File: src/rtl/rf_write_arbiter_if.sv
// Bundle of the register-file write arbiter's request, write-port and status signals.
// The master side is the pipeline/long-latency unit plus hazard unit; the slave side is the arbiter.
interface rf_write_arbiter_if #(
    parameter int FIFO_DEPTH = 4
);
    localparam int CNT_W = $clog2(FIFO_DEPTH) + 1;

    logic             pipe_valid;
    logic [4:0]       pipe_addr;
    logic [31:0]      pipe_data;
    logic             pipe_stall;

    logic             lu_valid;
    logic             lu_ready;
    logic [4:0]       lu_addr;
    logic [31:0]      lu_data;

    logic [4:0]       wAddr;
    logic [31:0]      wDin;
    logic             wEna;

    logic [31:0]      pend_mask;
    logic [CNT_W-1:0] fifo_count;

    modport master (
        output pipe_valid, pipe_addr, pipe_data, lu_valid, lu_addr, lu_data,
        input  pipe_stall, lu_ready, wAddr, wDin, wEna, pend_mask, fifo_count
    );

    modport slave (
        input  pipe_valid, pipe_addr, pipe_data, lu_valid, lu_addr, lu_data,
        output pipe_stall, lu_ready, wAddr, wDin, wEna, pend_mask, fifo_count
    );
endinterface

File: src/rtl/rf_write_arbiter.sv
// Sole driver of the register-file write port: merges single-cycle pipeline writeback
// with long-latency results queued in a small in-order FIFO, issuing one registered write per cycle.
module rf_write_arbiter #(
    parameter int FIFO_DEPTH = 4,
    parameter int STARVE_MAX = 8
) (
    input logic              clk,
    input logic              rst_n,
    rf_write_arbiter_if.slave bus
);
    localparam int PTR_W = $clog2(FIFO_DEPTH);
    localparam int CNT_W = PTR_W + 1;
    localparam int STV_W = $clog2(STARVE_MAX + 1);

    // Handshake: the lu side transfers on a cycle where lu_valid && lu_ready, and lu_ready
    // looks only at current occupancy; the pipe side has no ready, it holds while pipe_stall.
    logic [4:0]            fifoAddr [FIFO_DEPTH];
    logic [31:0]           fifoData [FIFO_DEPTH];
    logic [FIFO_DEPTH-1:0] slotValid;
    logic [FIFO_DEPTH-1:0] slotValidNext;
    logic [PTR_W-1:0]      headPtr;
    logic [PTR_W-1:0]      tailPtr;
    logic [CNT_W-1:0]      count;
    logic [STV_W-1:0]      starveCnt;

    logic        fifoEmpty;
    logic        fifoFull;
    logic        starved;
    logic        luReady;
    logic        luAccept;
    logic        doPush;
    logic        fifoGrant;
    logic        pipeGrant;
    logic [4:0]  headAddr;
    logic [31:0] headData;
    logic [31:0] pendMask;

    assign fifoEmpty = (count == '0);
    assign fifoFull  = (count == CNT_W'(FIFO_DEPTH));
    assign starved   = (starveCnt == STV_W'(STARVE_MAX));
    assign luReady   = !fifoFull;
    assign luAccept  = bus.lu_valid && luReady;
    // Results for r0 are consumed but never queued, so they cannot occupy a slot or the mask.
    assign doPush    = luAccept && (bus.lu_addr != 5'd0);

    assign fifoGrant = !fifoEmpty && (!bus.pipe_valid || fifoFull || starved);
    assign pipeGrant = bus.pipe_valid && !fifoGrant;

    assign headAddr  = fifoAddr[headPtr];
    assign headData  = fifoData[headPtr];

    assign bus.pipe_stall = bus.pipe_valid && fifoGrant;
    assign bus.lu_ready   = luReady;
    assign bus.fifo_count = count;
    assign bus.pend_mask  = pendMask;

    always_comb begin
        pendMask = '0;
        for (int i = 0; i < FIFO_DEPTH; i++) begin
            if (slotValid[i]) begin
                pendMask = pendMask | (32'd1 << fifoAddr[i]);
            end
        end
    end

    // Head and tail only coincide when empty or full, so a push and a pop never hit the same slot.
    always_comb begin
        slotValidNext = slotValid;
        if (fifoGrant) slotValidNext[headPtr] = 1'b0;
        if (doPush)    slotValidNext[tailPtr] = 1'b1;
    end

    always_ff @(posedge clk) begin
        if (doPush) begin
            fifoAddr[tailPtr] <= bus.lu_addr;
            fifoData[tailPtr] <= bus.lu_data;
        end
    end

    always_ff @(posedge clk or negedge rst_n) begin
        if (!rst_n) begin
            headPtr   <= '0;
            tailPtr   <= '0;
            count     <= '0;
            slotValid <= '0;
        end else begin
            slotValid <= slotValidNext;
            if (doPush)    tailPtr <= tailPtr + PTR_W'(1);
            if (fifoGrant) headPtr <= headPtr + PTR_W'(1);
            case ({doPush, fifoGrant})
                2'b10:   count <= count + CNT_W'(1);
                2'b01:   count <= count - CNT_W'(1);
                default: count <= count;
            endcase
        end
    end

    always_ff @(posedge clk or negedge rst_n) begin
        if (!rst_n) begin
            starveCnt <= '0;
        end else if (fifoEmpty || fifoGrant) begin
            starveCnt <= '0;
        end else if (!starved) begin
            starveCnt <= starveCnt + STV_W'(1);
        end
    end

    // Write port: address/data hold when idle so the hazard unit can keep comparing wAddr.
    always_ff @(posedge clk or negedge rst_n) begin
        if (!rst_n) begin
            bus.wAddr <= '0;
            bus.wDin  <= '0;
            bus.wEna  <= 1'b0;
        end else if (fifoGrant) begin
            bus.wAddr <= headAddr;
            bus.wDin  <= headData;
            bus.wEna  <= (headAddr != 5'd0);
        end else if (pipeGrant) begin
            bus.wAddr <= bus.pipe_addr;
            bus.wDin  <= bus.pipe_data;
            bus.wEna  <= (bus.pipe_addr != 5'd0);
        end else begin
            bus.wEna  <= 1'b0;
        end
    end

    a_no_r0_write: assert property (@(posedge clk) disable iff (!rst_n)
        bus.wEna |-> (bus.wAddr != 5'd0));
    a_count_bound: assert property (@(posedge clk) disable iff (!rst_n)
        count <= CNT_W'(FIFO_DEPTH));
    a_slots_match: assert property (@(posedge clk) disable iff (!rst_n)
        $countones(slotValid) == int'(count));
endmodule

File: src/flat_wrapper.sv
// flat-port wrapper written by rule: the top's interface ports become plain ports
module rf_write_arbiter_flat 
#(
    parameter int FIFO_DEPTH = 4,
    parameter int STARVE_MAX = 8
)
  (clk, rst_n, bus_pipe_valid, bus_pipe_addr, bus_pipe_data, bus_lu_valid, bus_lu_addr, bus_lu_data, bus_pipe_stall, bus_lu_ready, bus_wAddr, bus_wDin, bus_wEna, bus_pend_mask, bus_fifo_count);
  rf_write_arbiter_if #(.FIFO_DEPTH(FIFO_DEPTH)) bus_i ();
  input logic clk;
  input logic rst_n;
  input wire logic [$bits(bus_i.pipe_valid)-1:0] bus_pipe_valid;
  input wire logic [$bits(bus_i.pipe_addr)-1:0] bus_pipe_addr;
  input wire logic [$bits(bus_i.pipe_data)-1:0] bus_pipe_data;
  input wire logic [$bits(bus_i.lu_valid)-1:0] bus_lu_valid;
  input wire logic [$bits(bus_i.lu_addr)-1:0] bus_lu_addr;
  input wire logic [$bits(bus_i.lu_data)-1:0] bus_lu_data;
  output wire logic [$bits(bus_i.pipe_stall)-1:0] bus_pipe_stall;
  output wire logic [$bits(bus_i.lu_ready)-1:0] bus_lu_ready;
  output wire logic [$bits(bus_i.wAddr)-1:0] bus_wAddr;
  output wire logic [$bits(bus_i.wDin)-1:0] bus_wDin;
  output wire logic [$bits(bus_i.wEna)-1:0] bus_wEna;
  output wire logic [$bits(bus_i.pend_mask)-1:0] bus_pend_mask;
  output wire logic [$bits(bus_i.fifo_count)-1:0] bus_fifo_count;
  assign bus_i.pipe_valid = bus_pipe_valid;
  assign bus_i.pipe_addr = bus_pipe_addr;
  assign bus_i.pipe_data = bus_pipe_data;
  assign bus_i.lu_valid = bus_lu_valid;
  assign bus_i.lu_addr = bus_lu_addr;
  assign bus_i.lu_data = bus_lu_data;
  assign bus_pipe_stall = bus_i.pipe_stall;
  assign bus_lu_ready = bus_i.lu_ready;
  assign bus_wAddr = bus_i.wAddr;
  assign bus_wDin = bus_i.wDin;
  assign bus_wEna = bus_i.wEna;
  assign bus_pend_mask = bus_i.pend_mask;
  assign bus_fifo_count = bus_i.fifo_count;
  rf_write_arbiter #(.FIFO_DEPTH(FIFO_DEPTH), .STARVE_MAX(STARVE_MAX)) u_core (.clk(clk), .rst_n(rst_n), .bus(bus_i));
endmodule
File: config.mk
export PLATFORM = sky130hd
export DESIGN_NAME = rf_write_arbiter_flat
export DESIGN_NICKNAME = d
export VERILOG_FILES = /design/src/rtl/rf_write_arbiter_if.sv /design/src/rtl/rf_write_arbiter.sv /design/src/flat_wrapper.sv
export SDC_FILE = /design/constraint.sdc
export NUM_CORES = 1
export LEC_CHECK = 0
export CAP_MARGIN = 20
export CORE_MARGIN = 4
export CORE_UTILIZATION = 30
export CTS_CLUSTER_SIZE = 10
export DETAILED_ROUTE_END_ITERATION = 12
export HOLD_SLACK_MARGIN = 0.08
export MAX_ROUTING_LAYER = met4
export SLEW_MARGIN = 10
export SYNTH_ARGS = -nofsm -noshare
export SYNTH_HDL_FRONTEND = slang
export SYNTH_SLANG_ARGS = --single-unit
File: constraint.sdc
create_clock -name clk -period 2.3 [get_ports clk]
set_input_delay 0.575 -clock clk [delete_from_list [all_inputs] [get_ports clk]]
set_output_delay 0.575 -clock clk [all_outputs]
set_load 0.05 [all_outputs]
# == Word-level counts from Yosys, hierarchy flattened ==
# Memories as Yosys holds them, arrays and structs flattened.
# Cells that the tools add are included.
# totals
register_bits,53
ram_bits,148
input_bits,78
out_inout_bits,75
word_cells,75
n_memories,2
# mem_list
name,depth,width,rd,rd_clocked_by_memory_dff,write_ports,line_no,source
u_core.fifoData,4,32,1,0,1,rf_write_arbiter.sv:18,logic [31:0] fifoData [FIFO_DEPTH];
u_core.fifoAddr,4,5,5,0,1,rf_write_arbiter.sv:17,logic [4:0] fifoAddr [FIFO_DEPTH];
# classes
add_sub_neg,5
order_cmp,4
eq_ne,5
n_shift,4
muxes,21
n_bitwise,6
n_reduce_logical,20
# ops
cell,count
2-to-1 mux 32 bit,6
left shift 1 x 5 -> 32 bit (first input constant),4
OR 32 bit,3
2-to-1 mux 4 bit,4
nonzero test 5 bit,3
2-to-1 mux 5 bit,2
logical AND 1 bit,7
< comparator 2 x 3 -> 1 bit (second input constant),2
2-to-1 mux 1 bit,6
case mux 3 bit (2 select lines),1
adder 2 x 1 -> 2 bit (second input constant),2
adder 4 x 1 -> 4 bit (second input constant),1
bitwise AND 4 bit,1
demux 1 bit (select 2 bit),2
equality test 4 bit (second input constant),1
greater-or-equal comparator 2 x 1 -> 1 bit (second input constant),2
zero test 1 bit,4
inverter 4 bit,1
OR 4 bit,1
nonzero test 2 bit,2
adder 3 x 1 -> 3 bit (second input constant),1
equality test 3 bit (second input constant),1
zero test 3 bit,1
logical OR 1 bit,3
other kinds (4),4

# == Depth between registers and ports, before layout ==
# Gate-level depths: netlist (run 1).
# logic_depth
ltp_word,9
mapped_depth,12
ltp_nobuf,11

# == Least setup slack after synthesis (run 1) ==
# Ideal clock, no wire load.
# synth_path
kind,reg2out
from,mem u_core.fifoAddr[0][1]
to,out bus_pend_mask[12]
t_arrival_ps,2727
required_ps,1725
path_slack_ps,-1002
stages_incl_launch_ff,3
n_path_buf,0
path_cell_list,edfxtp_1 or3b_1 o311ai_0
# synth_lines
item,line_no,source
from (decl),rf_write_arbiter.sv:17,
to (decl),flat_wrapper.sv:22,output wire logic [$bits(bus_i.pend_mask)-1:0] bus_pend_mask;

==> run metrics, run 1 <==
Via density 5.08; Initial Util 30.8%; pwr dens 1210 nW/um^2; CTS root buf clkbuf_16; layout net count ~900; clock buffer count from CTS 24; Leakage about 0.005 uW; clk_lat worst skew about 0.50 ns; critical path class reg -> out; Core Util, Final ~45%; Required @ worst endpoint between 1.5 and 2 ns; failing checks negative setup slack; grt ovf 0; Distinct cells, synth 56; syn avg cell area 16.1 sq um; die area 33600 sq um; Clock Skew roughly 0.020 ns; Seq cells post-synth approximately 200; most common cell after layout, fill and taps aside edfxtp_1; Vias between 6000 and 7000; FF-to-FF Start u_core.bus.fifo_count[2]; gpl congestion 0.890; Avg WL per Cell 20.4 microns; Slew headroom 58.2%; worst slew pin tran 0.627 ns; Crit path largest cell delay 0.43 ns; slowest cell on the critical path or3b_4; final WL 24900 microns; GRT Total Usage 14.8%; dominant synthesized flop cell edfxtp_1; row count 63; Ys Warns 0; P&R area growth vs syn 45.8%; Final Critical Period 2.69 ns; Final WS setup -0.387 ns; commonest non-fill, non-tap cells in the layout edfxtp_1 (148), clkdlybuf4s50_1 (108), buf_4 (75), mux2_2 (67), dfrtp_1 (47); Core ar. 30000 sq um; CTS tree built; number of flops mapped to enable cells by yosys about 150; Critical Path Start u_core.fifoAddr[0][1]; CP Max Fanout 4; unrepaired setup endpoints after global routing true; Max clock buf depth 3; setup violators final 32; critical-path cell list or3b_4 > or2_4 > o211ai_1 > buf_12; Pins Over Slew Limit 0; 1st-iter DRT viols 406; Net Count, Synth 661; Data arrival, critical path around 2.1 ns; status complete, but fails checks; Max Clock Freq 372 MHz; DP HPWL 16500 microns; MaxCap Viol Count 0; first-pass GRT wire length between 30000 and 40000 microns; drt drc 0; I/O Buffers 152; Worst-path clk slew about 0.06 ns; die extent in x 183 microns; Final period util 117%; Routed Antenna Nets 0; Max VDD drop 0.737 mV; Fin. Hold Viols 0; worst hold path type in -> async; R2R depth 5; Pre-antenna DRT Iters 7; asr flop ratio synth 26.4%; crit path capture type output port; I/O pin count 153; CTS Sinks 201; share of post-route cells with drive strength above 1 42.0%; largest net degree at the start of global routing 41; DP Cell Count 1131; htree depth 1; chip height 183 microns; Non-Filler Instances 1222; sequential fraction of the synthesis area 62.6%; vias in the first global route ~6500; Post-Syn Instances ~570; r2r endpoint u_core.bus.wDin[19]; Worst Setup Start Kind flip-flop; Cell Area, Synth 9220 sq um; r2r setup slk 0.13 ns; initial antenna violation count 2
[cells in the mapped netlist, types with 2 or more instances]
cell | number | area [sq um]
and3b_1 | 12 | 105
nand2_1 | 34 | 128
o311ai_0 | 8 | 70.1
clkbuf_1 | 18 | 67.6
a22o_1 | 4 | 35.0
nand2b_1 | 7 | 43.8
inv_1 | 11 | 41.3
mux4_2 | 37 | 833
a221o_1 | 2 | 20.0
nor3_1 | 3 | 15.0
and4_1 | 2 | 17.5
xor2_1 | 3 | 26.3
nor2b_1 | 3 | 18.8
and3_1 | 6 | 37.5
o211ai_1 | 25 | 188
a22oi_1 | 27 | 203
nor3b_1 | 8 | 60.1
dfrtp_1 | 53 | 1330
a211oi_1 | 2 | 15.0
a21oi_1 | 2 | 10.0
buf_1 | 2 | 7.51
or4_1 | 2 | 15.0
nor2_1 | 7 | 26.3
nor4bb_1 | 3 | 30.0
buf_2 | 8 | 40.0
or3_1 | 2 | 12.5
mux2i_1 | 3 | 30.0
nand4b_1 | 3 | 26.3
and2_1 | 4 | 25.0
mux2_2 | 67 | 754
ha_1 | 11 | 138
edfxtp_1 | 148 | 4440
nand3b_1 | 3 | 22.5
and4b_1 | 3 | 30.0
buf_6 | 7 | 78.8
nand3_1 | 3 | 15.0
mux2_1 | 4 | 45.0
xnor2_1 | 4 | 35.0
a32oi_1 | 3 | 26.3
[through the flow]
step	hold WS (ns)	setup TNS [ns]	setup slack (ns)	power, uW	area (sq um)
4_1_cts	0.0869	-8.86	-0.423	16300	13200
3_5_place_dp	0.488	-62.53	-0.631	12500	11900
5_1_grt	0.107	-10.88	-0.471	17100	13400
6_report	0.0750	-8.32	-0.387	16300	13400
3_3_place_gp	0.494	-60.33	-0.606	12400	11900
2_1_floorplan	0.279	-2.55	-0.404	10000	9300
[layer usage]
metal  global-route usage [%]  wire length (microns)  vias up
met1                     19.0                  10100     3135
li1                         -                      -     2788
met3                     2.36                   1390       47
met2                     24.5                  12700      234
met5                        -                      0        -
met4                     4.38                    643        0
[flip-flops by register name, summed over array words and instances (netlist names)]
register / flops
u_core.bus.fifo_count: 3
u_core.fifoAddr: 20
u_core.starveCnt: 4
u_core.slotValid: 4
u_core.fifoData: 128
u_core.bus.wAddr: 5
u_core.tailPtr: 2
u_core.bus.wEna: 1
u_core.headPtr: 2
u_core.bus.wDin: 32
[final cells by class]
type | instances | area (sq um)
Clock inverter | 3 | 51.3
Fill cell | 2655 | 16500
Clock buffer | 41 | 664
Inverter | 11 | 41.3
Tap cell | 390 | 488
Antenna cell | 2 | 5.00
Timing Repair Buffer | 250 | 2740
Sequential cell | 201 | 5780
Multi-Input combinational cell | 324 | 3680
[where the power goes]
part	total (uW)	internal [uW]	switching (uW)
sequential	5540	4970	567
combinational	7280	3290	3990
clock	3450	2070	1380
[worst max-delay path by stage]
stage	to	slack, ns	cells past startpoint
4_1_cts	bus_pend_mask[5]	-0.42	4
6_report	bus_pend_mask[5]	-0.39	4
2_1_floorplan	bus_pend_mask[12]	-0.40	3
3_3_place_gp	u_core.bus.fifo_count[2]	-0.61	10
3_5_place_dp	u_core.bus.fifo_count[2]	-0.63	10
5_1_grt	bus_pend_mask[4]	-0.47	4
[kinds of logic (layout without fill, tap and decap cells)]
group | count (synthesis) | count (layout) | share of synthesized area, %
muxes | 112 | 112 | 18.2
other | 0 | 2 | 0
and+or+nand+nor | 111 | 111 | 7.30
adders and majority gates | 12 | 12 | 1.71
AOI/OAI and AO/OA | 82 | 82 | 6.98
xor gates and xnor gates | 7 | 7 | 0.665
buffers and inverters | 46 | 305 | 2.55
DFF | 201 | 201 | 62.6
[worst max-delay path: cells and delay by family, from the launching register on]
kind,cells,cell delay (ns)
simple gates,2,0.71
flops,1,0.38
compound gates,1,0.33
buf+inv,1,0.19
[timing repair]
action                     4_1_cts  5_1_grt
cloned                           2        0
pin swaps                       33       29
hold buffers                     0        0
hold endpoints to repair         0        0
setup endpoints to repair       35       36
resized for setup               67       62
setup buffers                   39        9
(Power assumes the default switching activity.)
==> run 2: changes to the inputs <==
--- a/config.mk
+++ b/config.mk
@@ -12,7 +12,7 @@
 export DETAILED_ROUTE_END_ITERATION = 12
 export HOLD_SLACK_MARGIN = 0.08
 export MAX_ROUTING_LAYER = met4
-export SLEW_MARGIN = 10
+export SLEW_MARGIN = 0
 export SYNTH_ARGS = -nofsm -noshare
 export SYNTH_HDL_FRONTEND = slang
 export SYNTH_SLANG_ARGS = --single-unit
==> results of run 2 <==
The final DEF is identical to that of run 1; final timing and power are the same.
